File: src/rtl/dslave_write_arbiter_if.sv
// dslave_write_arbiter_if
//   Bundles the requester conduit signals and the Avalon-MM write-only
//   master signals of dslave_write_arbiter into one interface.
//
//   Parameter:
//     NREQ  number of requesters; must match the arbiter's NREQ.
//
//   Signals:
//     coe_req            [NREQ]    per-requester write request (level)
//     coe_wdata          [8*NREQ]  requester i data at [8i+7:8i]
//     coe_ack            [NREQ]    one-cycle pulse, write of requester i done
//     coe_err            [NREQ]    one-cycle pulse, write of requester i timed out
//     coe_busy                     high while a write is in progress or finishing
//     coe_grant_idx      [clog2]   current / last granted requester
//     avm_m0_writedata   [8]       write data to the slave
//     avm_m0_write                 write strobe to the slave
//     avm_m0_waitrequest           slave stall
//
//   Modports:
//     master  arbiter side (drives the Avalon master and conduit responses)
//     slave   environment side (requesters plus the Avalon slave)
interface dslave_write_arbiter_if #(
  parameter int NREQ = 4
);
  localparam int IDXW = $clog2(NREQ);

  logic [NREQ-1:0]   coe_req;
  logic [8*NREQ-1:0] coe_wdata;
  logic [NREQ-1:0]   coe_ack;
  logic [NREQ-1:0]   coe_err;
  logic              coe_busy;
  logic [IDXW-1:0]   coe_grant_idx;
  logic [7:0]        avm_m0_writedata;
  logic              avm_m0_write;
  logic              avm_m0_waitrequest;

  modport master (
    input  coe_req, coe_wdata, avm_m0_waitrequest,
    output coe_ack, coe_err, coe_busy, coe_grant_idx,
    output avm_m0_writedata, avm_m0_write
  );

  modport slave (
    output coe_req, coe_wdata, avm_m0_waitrequest,
    input  coe_ack, coe_err, coe_busy, coe_grant_idx,
    input  avm_m0_writedata, avm_m0_write
  );
endinterface

File: src/rtl/dslave_write_arbiter.sv
// dslave_write_arbiter
//   Shares one Avalon-MM write-only 8-bit slave port between NREQ
//   requesters. One requester is granted per decision, a single write is
//   run honouring waitrequest, and the requester gets a one-cycle ack on
//   completion or a one-cycle err if waitrequest stays high for TIMEOUT
//   consecutive edges. Every write takes at least IDLE -> WRITE -> DONE.
//
//   Parameters:
//     NREQ     number of requesters (2..8)
//     TIMEOUT  consecutive waitrequest-high edges before abort (1..255),
//              0 disables the timeout
//
//   Ports:
//     csi_clk      system clock, rising edge
//     rsi_reset_n  synchronous active-low reset
//     bus          dslave_write_arbiter_if.master (conduits + Avalon master)
//
//   Build option:
//     DSLAVE_ARB_RR_EN  defined: round-robin arbitration starting after the
//                       last winner; undefined: fixed priority, lowest index.
module dslave_write_arbiter #(
  parameter int NREQ    = 4,
  parameter int TIMEOUT = 16
) (
  input  logic                    csi_clk,
  input  logic                    rsi_reset_n,
  dslave_write_arbiter_if.master  bus
);

  localparam int IDXW = $clog2(NREQ);

  typedef enum logic [1:0] {
    ST_IDLE  = 2'd0,
    ST_WRITE = 2'd1,
    ST_DONE  = 2'd2
  } state_t;

  state_t            state_q, state_d;
  logic [7:0]        cnt_q, cnt_d;
  logic              write_q, write_d;
  logic [7:0]        wdata_q, wdata_d;
  logic [NREQ-1:0]   ack_q, ack_d;
  logic [NREQ-1:0]   err_q, err_d;
  logic              busy_q, busy_d;
  logic [IDXW-1:0]   grant_q, grant_d;

  logic              found;
  logic [IDXW-1:0]   winner;

`ifdef DSLAVE_ARB_RR_EN
  logic [IDXW-1:0]   ptr_q, ptr_d;

  // Round-robin: search starts just after the last winner and wraps, so
  // the requester granted last time has the lowest priority now.
  always_comb begin
    found  = 1'b0;
    winner = '0;
    for (int k = 1; k <= NREQ; k++) begin
      if (!found && bus.coe_req[(int'(ptr_q) + k) % NREQ]) begin
        found  = 1'b1;
        winner = IDXW'((int'(ptr_q) + k) % NREQ);
      end
    end
  end
`else
  // Fixed priority: scanning downward lets the lowest set index overwrite
  // any higher one, so requester 0 always wins when present.
  always_comb begin
    found  = 1'b0;
    winner = '0;
    for (int i = NREQ - 1; i >= 0; i--) begin
      if (bus.coe_req[i]) begin
        found  = 1'b1;
        winner = IDXW'(i);
      end
    end
  end
`endif

  // Next-state and next-output logic. ack/err default low so they only
  // ever last the single DONE cycle.
  always_comb begin
    state_d = state_q;
    cnt_d   = cnt_q;
    write_d = write_q;
    wdata_d = wdata_q;
    ack_d   = '0;
    err_d   = '0;
    busy_d  = busy_q;
    grant_d = grant_q;
`ifdef DSLAVE_ARB_RR_EN
    ptr_d   = ptr_q;
`endif

    case (state_q)
      ST_IDLE: begin
        if (found) begin
          state_d = ST_WRITE;
          cnt_d   = '0;
          write_d = 1'b1;
          wdata_d = bus.coe_wdata[8*int'(winner) +: 8];
          busy_d  = 1'b1;
          grant_d = winner;
`ifdef DSLAVE_ARB_RR_EN
          ptr_d   = winner;
`endif
        end
      end

      ST_WRITE: begin
        if (!bus.avm_m0_waitrequest) begin
          state_d        = ST_DONE;
          write_d        = 1'b0;
          ack_d[grant_q] = 1'b1;
        end else begin
          cnt_d = cnt_q + 8'd1;
          // The compare uses the incremented value so the abort lands on
          // the TIMEOUT-th consecutive stalled edge, not one later.
          if (TIMEOUT != 0 && ({1'b0, cnt_q} + 9'd1) == 9'(TIMEOUT)) begin
            state_d        = ST_DONE;
            write_d        = 1'b0;
            err_d[grant_q] = 1'b1;
          end
        end
      end

      ST_DONE: begin
        state_d = ST_IDLE;
        busy_d  = 1'b0;
      end

      default: begin
        state_d = ST_IDLE;
        write_d = 1'b0;
        busy_d  = 1'b0;
      end
    endcase
  end

  // All state and outputs are registered; reset also aborts any write in
  // flight without reporting ack or err.
  always_ff @(posedge csi_clk) begin
    if (!rsi_reset_n) begin
      state_q <= ST_IDLE;
      cnt_q   <= '0;
      write_q <= 1'b0;
      wdata_q <= '0;
      ack_q   <= '0;
      err_q   <= '0;
      busy_q  <= 1'b0;
      grant_q <= '0;
`ifdef DSLAVE_ARB_RR_EN
      ptr_q   <= IDXW'(NREQ - 1);
`endif
    end else begin
      state_q <= state_d;
      cnt_q   <= cnt_d;
      write_q <= write_d;
      wdata_q <= wdata_d;
      ack_q   <= ack_d;
      err_q   <= err_d;
      busy_q  <= busy_d;
      grant_q <= grant_d;
`ifdef DSLAVE_ARB_RR_EN
      ptr_q   <= ptr_d;
`endif
    end
  end

  assign bus.avm_m0_write     = write_q;
  assign bus.avm_m0_writedata = wdata_q;
  assign bus.coe_ack          = ack_q;
  assign bus.coe_err          = err_q;
  assign bus.coe_busy         = busy_q;
  assign bus.coe_grant_idx    = grant_q;

endmodule

File: src/flat_wrapper.sv
// flat-port wrapper written by rule: the top's interface ports become plain ports
module dslave_write_arbiter_flat 
#(
  parameter int NREQ    = 4,
  parameter int TIMEOUT = 16
)
  (csi_clk, rsi_reset_n, bus_coe_req, bus_coe_wdata, bus_avm_m0_waitrequest, bus_coe_ack, bus_coe_err, bus_coe_busy, bus_coe_grant_idx, bus_avm_m0_writedata, bus_avm_m0_write);
  dslave_write_arbiter_if #(.NREQ(NREQ)) bus_i ();
  input  logic csi_clk;
  input  logic rsi_reset_n;
  input wire logic [$bits(bus_i.coe_req)-1:0] bus_coe_req;
  input wire logic [$bits(bus_i.coe_wdata)-1:0] bus_coe_wdata;
  input wire logic [$bits(bus_i.avm_m0_waitrequest)-1:0] bus_avm_m0_waitrequest;
  output wire logic [$bits(bus_i.coe_ack)-1:0] bus_coe_ack;
  output wire logic [$bits(bus_i.coe_err)-1:0] bus_coe_err;
  output wire logic [$bits(bus_i.coe_busy)-1:0] bus_coe_busy;
  output wire logic [$bits(bus_i.coe_grant_idx)-1:0] bus_coe_grant_idx;
  output wire logic [$bits(bus_i.avm_m0_writedata)-1:0] bus_avm_m0_writedata;
  output wire logic [$bits(bus_i.avm_m0_write)-1:0] bus_avm_m0_write;
  assign bus_i.coe_req = bus_coe_req;
  assign bus_i.coe_wdata = bus_coe_wdata;
  assign bus_i.avm_m0_waitrequest = bus_avm_m0_waitrequest;
  assign bus_coe_ack = bus_i.coe_ack;
  assign bus_coe_err = bus_i.coe_err;
  assign bus_coe_busy = bus_i.coe_busy;
  assign bus_coe_grant_idx = bus_i.coe_grant_idx;
  assign bus_avm_m0_writedata = bus_i.avm_m0_writedata;
  assign bus_avm_m0_write = bus_i.avm_m0_write;
  dslave_write_arbiter #(.NREQ(NREQ), .TIMEOUT(TIMEOUT)) u_core (.csi_clk(csi_clk), .rsi_reset_n(rsi_reset_n), .bus(bus_i));
endmodule
File: config.mk
export PLATFORM = sky130hd
export DESIGN_NAME = dslave_write_arbiter_flat
export DESIGN_NICKNAME = d
export VERILOG_FILES = /design/src/rtl/dslave_write_arbiter_if.sv /design/src/rtl/dslave_write_arbiter.sv /design/src/flat_wrapper.sv
export SDC_FILE = /design/constraint.sdc
export NUM_CORES = 1
export LEC_CHECK = 0
export ABC_AREA = 1
export CORE_ASPECT_RATIO = 0.5
export CORE_UTILIZATION = 44
export DETAILED_ROUTE_END_ITERATION = 10
export PLACE_DENSITY = 0.82
export SYNTH_ARGS = -nofsm -noshare
export SYNTH_HDL_FRONTEND = slang
export SYNTH_SLANG_ARGS = --single-unit
File: constraint.sdc
create_clock -name csi_clk -period 2 [get_ports csi_clk]
set_clock_uncertainty 0.15 [all_clocks]
set_input_delay 0.3 -clock csi_clk [delete_from_list [all_inputs] [get_ports csi_clk]]
set_output_delay 0.3 -clock csi_clk [all_outputs]
set_load 0.05 [all_outputs]
# --- Word-level counts from Yosys, hierarchy flattened ---
# Cells that the tools add are included.
op_classes:
  add_sub_neg: 2
  shifts: 1
  eq_ne: 6
  bitwise: 3
  n_mux: 22
  order_cmp: 2
  reduce_logical: 10
ops:
  columns: ["operator", "n"]
  rows:
  - ["$shiftx 32x6->8", 1]
  - ["$mux 8", 2]
  - ["$pmux 8 s2", 1]
  - ["$mux 2", 7]
  - ["$add 8x1->9 const B", 1]
  - ["$eq 9x5->1 const B", 1]
  - ["$add 8x1->8 const B", 1]
  - ["$mux 1", 8]
  - ["$reduce_and 2->1", 3]
  - ["$reduce_and 3->1", 2]
  - ["$pmux 2 s2", 1]
  - ["$reduce_and 4->1", 1]
  - ["$lt 2x3->1 const B", 1]
  - ["$ne 3x2->1 const B", 1]
  - ["$not 1->1", 3]
  - ["$pmux 1 s3", 1]
  - ["$reduce_or 3->1", 1]
  - ["$demux 1 s2", 1]
  - ["$eq 2x1->1 const B", 1]
  - ["$eq 2x2->1 const B", 1]
  - ["$ge 2x1->1 const B", 1]
  - ["$logic_not 2->1", 1]
  - ["$ne 2x1->1 const B", 1]
  - ["$ne 2x2->1 const B", 1]
  - ["other kinds (3)", 3]
word_totals:
  output_inout_bits: 20
  regBits: 30
  in_bits: 39
  elab_cells: 54

# --- Longest topological paths before layout ---
logic_depth:
  depth_word: 6
  ltp_mapped: 12
  ltp_nobuf: 12

# --- Worst setup path after synthesis ---
# OpenSTA, ideal clock, no wires.
synth_timing:
  path_type: "reg-to-reg"
  from: "register u_core.cnt_q[0]"
  to: "register u_core.write_q (netlist: u_core.bus.avm_m0_write)"
  required_time_ns: 1.735
  slack_ns: 0.348
  setup_time_ns: 0.115
  path_buffers: 0
  path_stages_with_launch: 11
  synth_period_minus_slack_ns: 1.652
  t_arrival_ns: 1.386
  cell_sequence: "dfxtp_1 -> ha_1 -> nand3_2 -> o21ai_1 -> nand2_1 -> nor2_2 -> nand3_1 -> nand2_1 -> nand2_1 -> nand2_1 -> nor2_1"
synth_between:
  elab_chain_cells: 4
synth_rtl:
  columns: ["element", "line_no", "text"]
  rows:
  - ["start, declared", "dslave_write_arbiter.sv:39", "logic [7:0] cnt_q, cnt_d;"]
  - ["start signal, assigned", "dslave_write_arbiter.sv:157", "cnt_q <= cnt_d;"]
  - ["$add 8x1->9", "dslave_write_arbiter.sv:119", "if (TIMEOUT != 0 && ({1'b0, cnt_q} + 9'd1) == 9'(TIMEOUT)) begin"]
  - ["$eq 9x5->1", "dslave_write_arbiter.sv:119", null]
  - ["$ne 3x2->1 (no source line)", null, null]
  - ["$reduce_and 3->1 (no source line)", null, null]
  - ["end signal, assigned", "dslave_write_arbiter.sv:158", "write_q <= write_d;"]
  - ["end, declared", "dslave_write_arbiter.sv:40", "logic write_q, write_d;"]
# Every way passes these cells.
# A chain may end at the register's enable or synchronous reset.

# --- Worst setup path after layout ---
layout_timing:
  from: "register u_core.wdata_q[1] (netlist: u_core.bus.avm_m0_writedata[1])"
  to: "output bus_avm_m0_writedata[1]"
layout_lines:
  columns: ["element", "line_no", "text"]
  rows:
  - ["start, declared", "dslave_write_arbiter.sv:41", "logic [7:0] wdata_q, wdata_d;"]
  - ["start signal, assigned", "dslave_write_arbiter.sv:159", "wdata_q <= wdata_d;"]
  - ["end, declared", "flat_wrapper.sv:18", "output wire logic [$bits(bus_i.avm_m0_writedata)-1:0] bus_avm_m0_writedata;"]
# No word-level cell between the ends.

==> impl_metrics.py <==
metrics = {
    "clocking": {
        "clkTransAtPathRegs_ps": 60,
        "clk-insertion-delay-late_ps": 280,
        "cts_root_buf": "clkbuf_8",
        "cts_max_level": 2,
        "cts_tree": "yes",
        "cts_buffers": 5,
        "cts_buffer_depth": 2,
        "cts_sinks": 30,
        "post_cts_buffers": 0,
    },
    "place": {
        "io_buffers": 58,
        "gp_congestion": 0.897,
        "post-dp-hpwl_um": 3140,
    },
    "global_routing": {
        "grt-busiest-layer": "met2",
        "antenna_found_initial": 0,
        "grt_util_met1_pct": 26.1,
        "grt.overflow.total": 0,
        "grt_pass1_wl_um": 6790,
        "grt_max_degree": 20,
        "met3_usage_pct": 5.41,
        "grtUsageMet2_pct": 44.0,
        "grt_usage_pct": 22.9,
        "grt_pass1_vias": 1607,
    },
    "synth": {
        "syn-num-nets": 271,
        "synthMuxAreaShare_pct": 0,
        "synthSimpleGateAreaFrac_pct": 32.5,
        "yosysWarningCount": 0,
        "ys_ff_latch": 30,
        "synth_xor_area_share_pct": 0,
        "synth_compound_area_share_pct": 16.6,
        "yosysSeqAreaShare_pct": 38.0,
        "syn_inst": 230,
        "synthesis.area_mm2": 0.00158,
        "yosysUniqueCellTypes": 26,
        "synth_top_family_by_area": "simple AND/OR/NAND/NOR gates",
        "avgSynthCellArea_um2": 6.87,
        "synthAdderAreaFrac_pct": 1.58,
    },
    "cells_and_area": {
        "layout_commonest_cell": "clkdlybuf4s50_1",
        "layout.nets": 339,
        "drive_gt1_share_pct": 14.1,
        "seq_area_um2": 602,
        "syn2layout_area_growth_pct": 48.6,
        "multi_input_area_um2": 810,
        "final_cell_mix": "clkdlybuf4s50_1 (56), nand2_1 (42), nor2_1 (39)",
        "antenna_cells_inserted": 0,
        "fillCellCount": 273,
        "final_core_util_pct": 73.3,
    },
    "die": {
        "dieArea_mm2": 0.00385,
        "rows": 14,
        "die_x_um": 86.8,
        "dieHeight_um": 44.4,
        "core_area_mm2": 0.00321,
        "start_util_pct": 49.3,
        "ioPinCount": 59,
    },
    "critical_path": {
        "critPathArrivalTime_ps": 1440,
        "cp_top_family": "buffers and inverters",
        "crit_fanout": 2,
        "cp-start-kind": "flip-flop",
        "end_kind": "output port",
        "cpPeakStageDelay_ps": 810,
        "crit_type": "flip-flop to output port",
        "cp_cell_sequence": "clkdlybuf4s50_1",
        "timing.critical_path.buf_inv": 1,
        "cp_data_required_time_ps": 1550,
        "crit_path_top_delay_cell": "clkdlybuf4s50_1",
    },
    "route": {
        "ant_nets": 0,
        "via_per_inst": 4.98,
        "drt-pass1-iter-count": 4,
        "wl_per_cell_um": 12.0,
        "via_count": 1724,
        "route.detailed.drc": 0,
        "drt-initial-drc-count": 35,
        "drt_wl_total_um": 4150,
    },
    "sta": {
        "fmax_ghz": 0.530,
        "hold_violations": 0,
        "rsz0062_at_grt": "no",
        "slew-limit-headroom_pct": 65.6,
        "slew_viol_final": 0,
        "tns_ps": 0,
        "timing.final.crit_share_pct": 94.3,
        "period_needed_ps": 1890,
        "worst_pin_slew_ps": 514,
        "setup_viol": 0,
    },
    "pwr": {
        "ir_drop_mv": 0.408,
        "leakage_nw": 0.989,
        "pwr_density_cell_mw_per_mm2": 682,
    },
    "outcome": {
        "status": "finished, final reports clean",
    },
    "run": {
        "drv_cap": 0,
    },
    "hold_path": {
        "hp-class": "flip-flop to flip-flop",
    },
}
## metrics by stage
stage	power [mW]	area [um^2]	instances	worst slack [ps]	hold WS [ps]
after global placement	1.15	2260	339	41.7	303
after CTS	1.61	2340	346	112	315
after floorplan	0.956	1580	230	348	297
after global routing	1.67	2350	346	7.07	347
final	1.60	2350	346	114	312
after detailed placement	1.16	2260	339	-16.2	305
## layout make-up
type / instances / share of cell area, %
clock buffers: 5 / 2.93
clock inverters: 2 / 0.426
inverters: 34 / 5.54
multi-input cells: 160 / 34.5
flip-flops and latches: 30 / 25.6
well taps: 48 / 2.56
repair buffers: 67 / 28.4
## flip-flops by register name (all words and copies together), names as in the netlist
| register | cells |
|---|---|
| u_core.bus.avm_m0_writedata | 8 |
| u_core.bus.coe_grant_idx | 2 |
| u_core.bus.avm_m0_write | 1 |
| u_core.bus.coe_busy | 1 |
| u_core.bus.coe_err | 4 |
| u_core.state_q | 2 |
| u_core.cnt_q | 8 |
| u_core.bus.coe_ack | 4 |
## power breakdown
group          switching, mW  internal [mW]
Clock                  0.217          0.233
Sequential            0.0290          0.638
Combinational          0.280          0.205
Total                  0.526           1.08
## what timing repair did
item | CTS | global route
gates resized for setup | 0 | 3
hold buffers | 0 | 0
setup endpoints to repair | 0 | 3
## cell usage after synthesis (all sizes together)
library cell  instances  share of area [%]
nand4                 4                1.6
nand3                15                5.4
nand2                42                 10
nor2                 46                 12
o21ai                19                6.3
a32o                  2                1.3
o211ai                8                4.1
clkbuf                1               0.48
nor3                  9                3.6
inv                  34                8.2
dfxtp                30                 38
buf                   5                2.5
ha                    2                1.6
a21oi                12                4.5
o21bai                1               0.48
## metal layers
layer / wire [um] / vias to the layer above
met4: 36 / 0
met1: 1810 / 789
met5: 0 / -
li1: - / 876
met2: 2060 / 54
met3: 250 / 5
## cells by family after synthesis
kind of cell	Yosys count
flip-flops	30
AO/OA/AOI/OAI	42
buffers and inverters	40
AND/OR/NAND/NOR	116
adder cells (fa/ha/maj)	2
## path summary, 6_finish.rpt
path / startpoint / endpoint / slack, ps / depth (start not counted)
setup reg to reg: u_core.cnt_q[1] / u_core.bus.coe_err[3] / 230 / 7
setup / recovery: u_core.bus.avm_m0_writedata[1] / bus_avm_m0_writedata[1] / 110 / 1
hold / removal: u_core.bus.coe_busy / u_core.bus.coe_busy / 310 / 2
hold reg to reg: u_core.bus.coe_busy / u_core.bus.coe_busy / 310 / 2
Note: power is estimated with default switching activity, not from simulation.
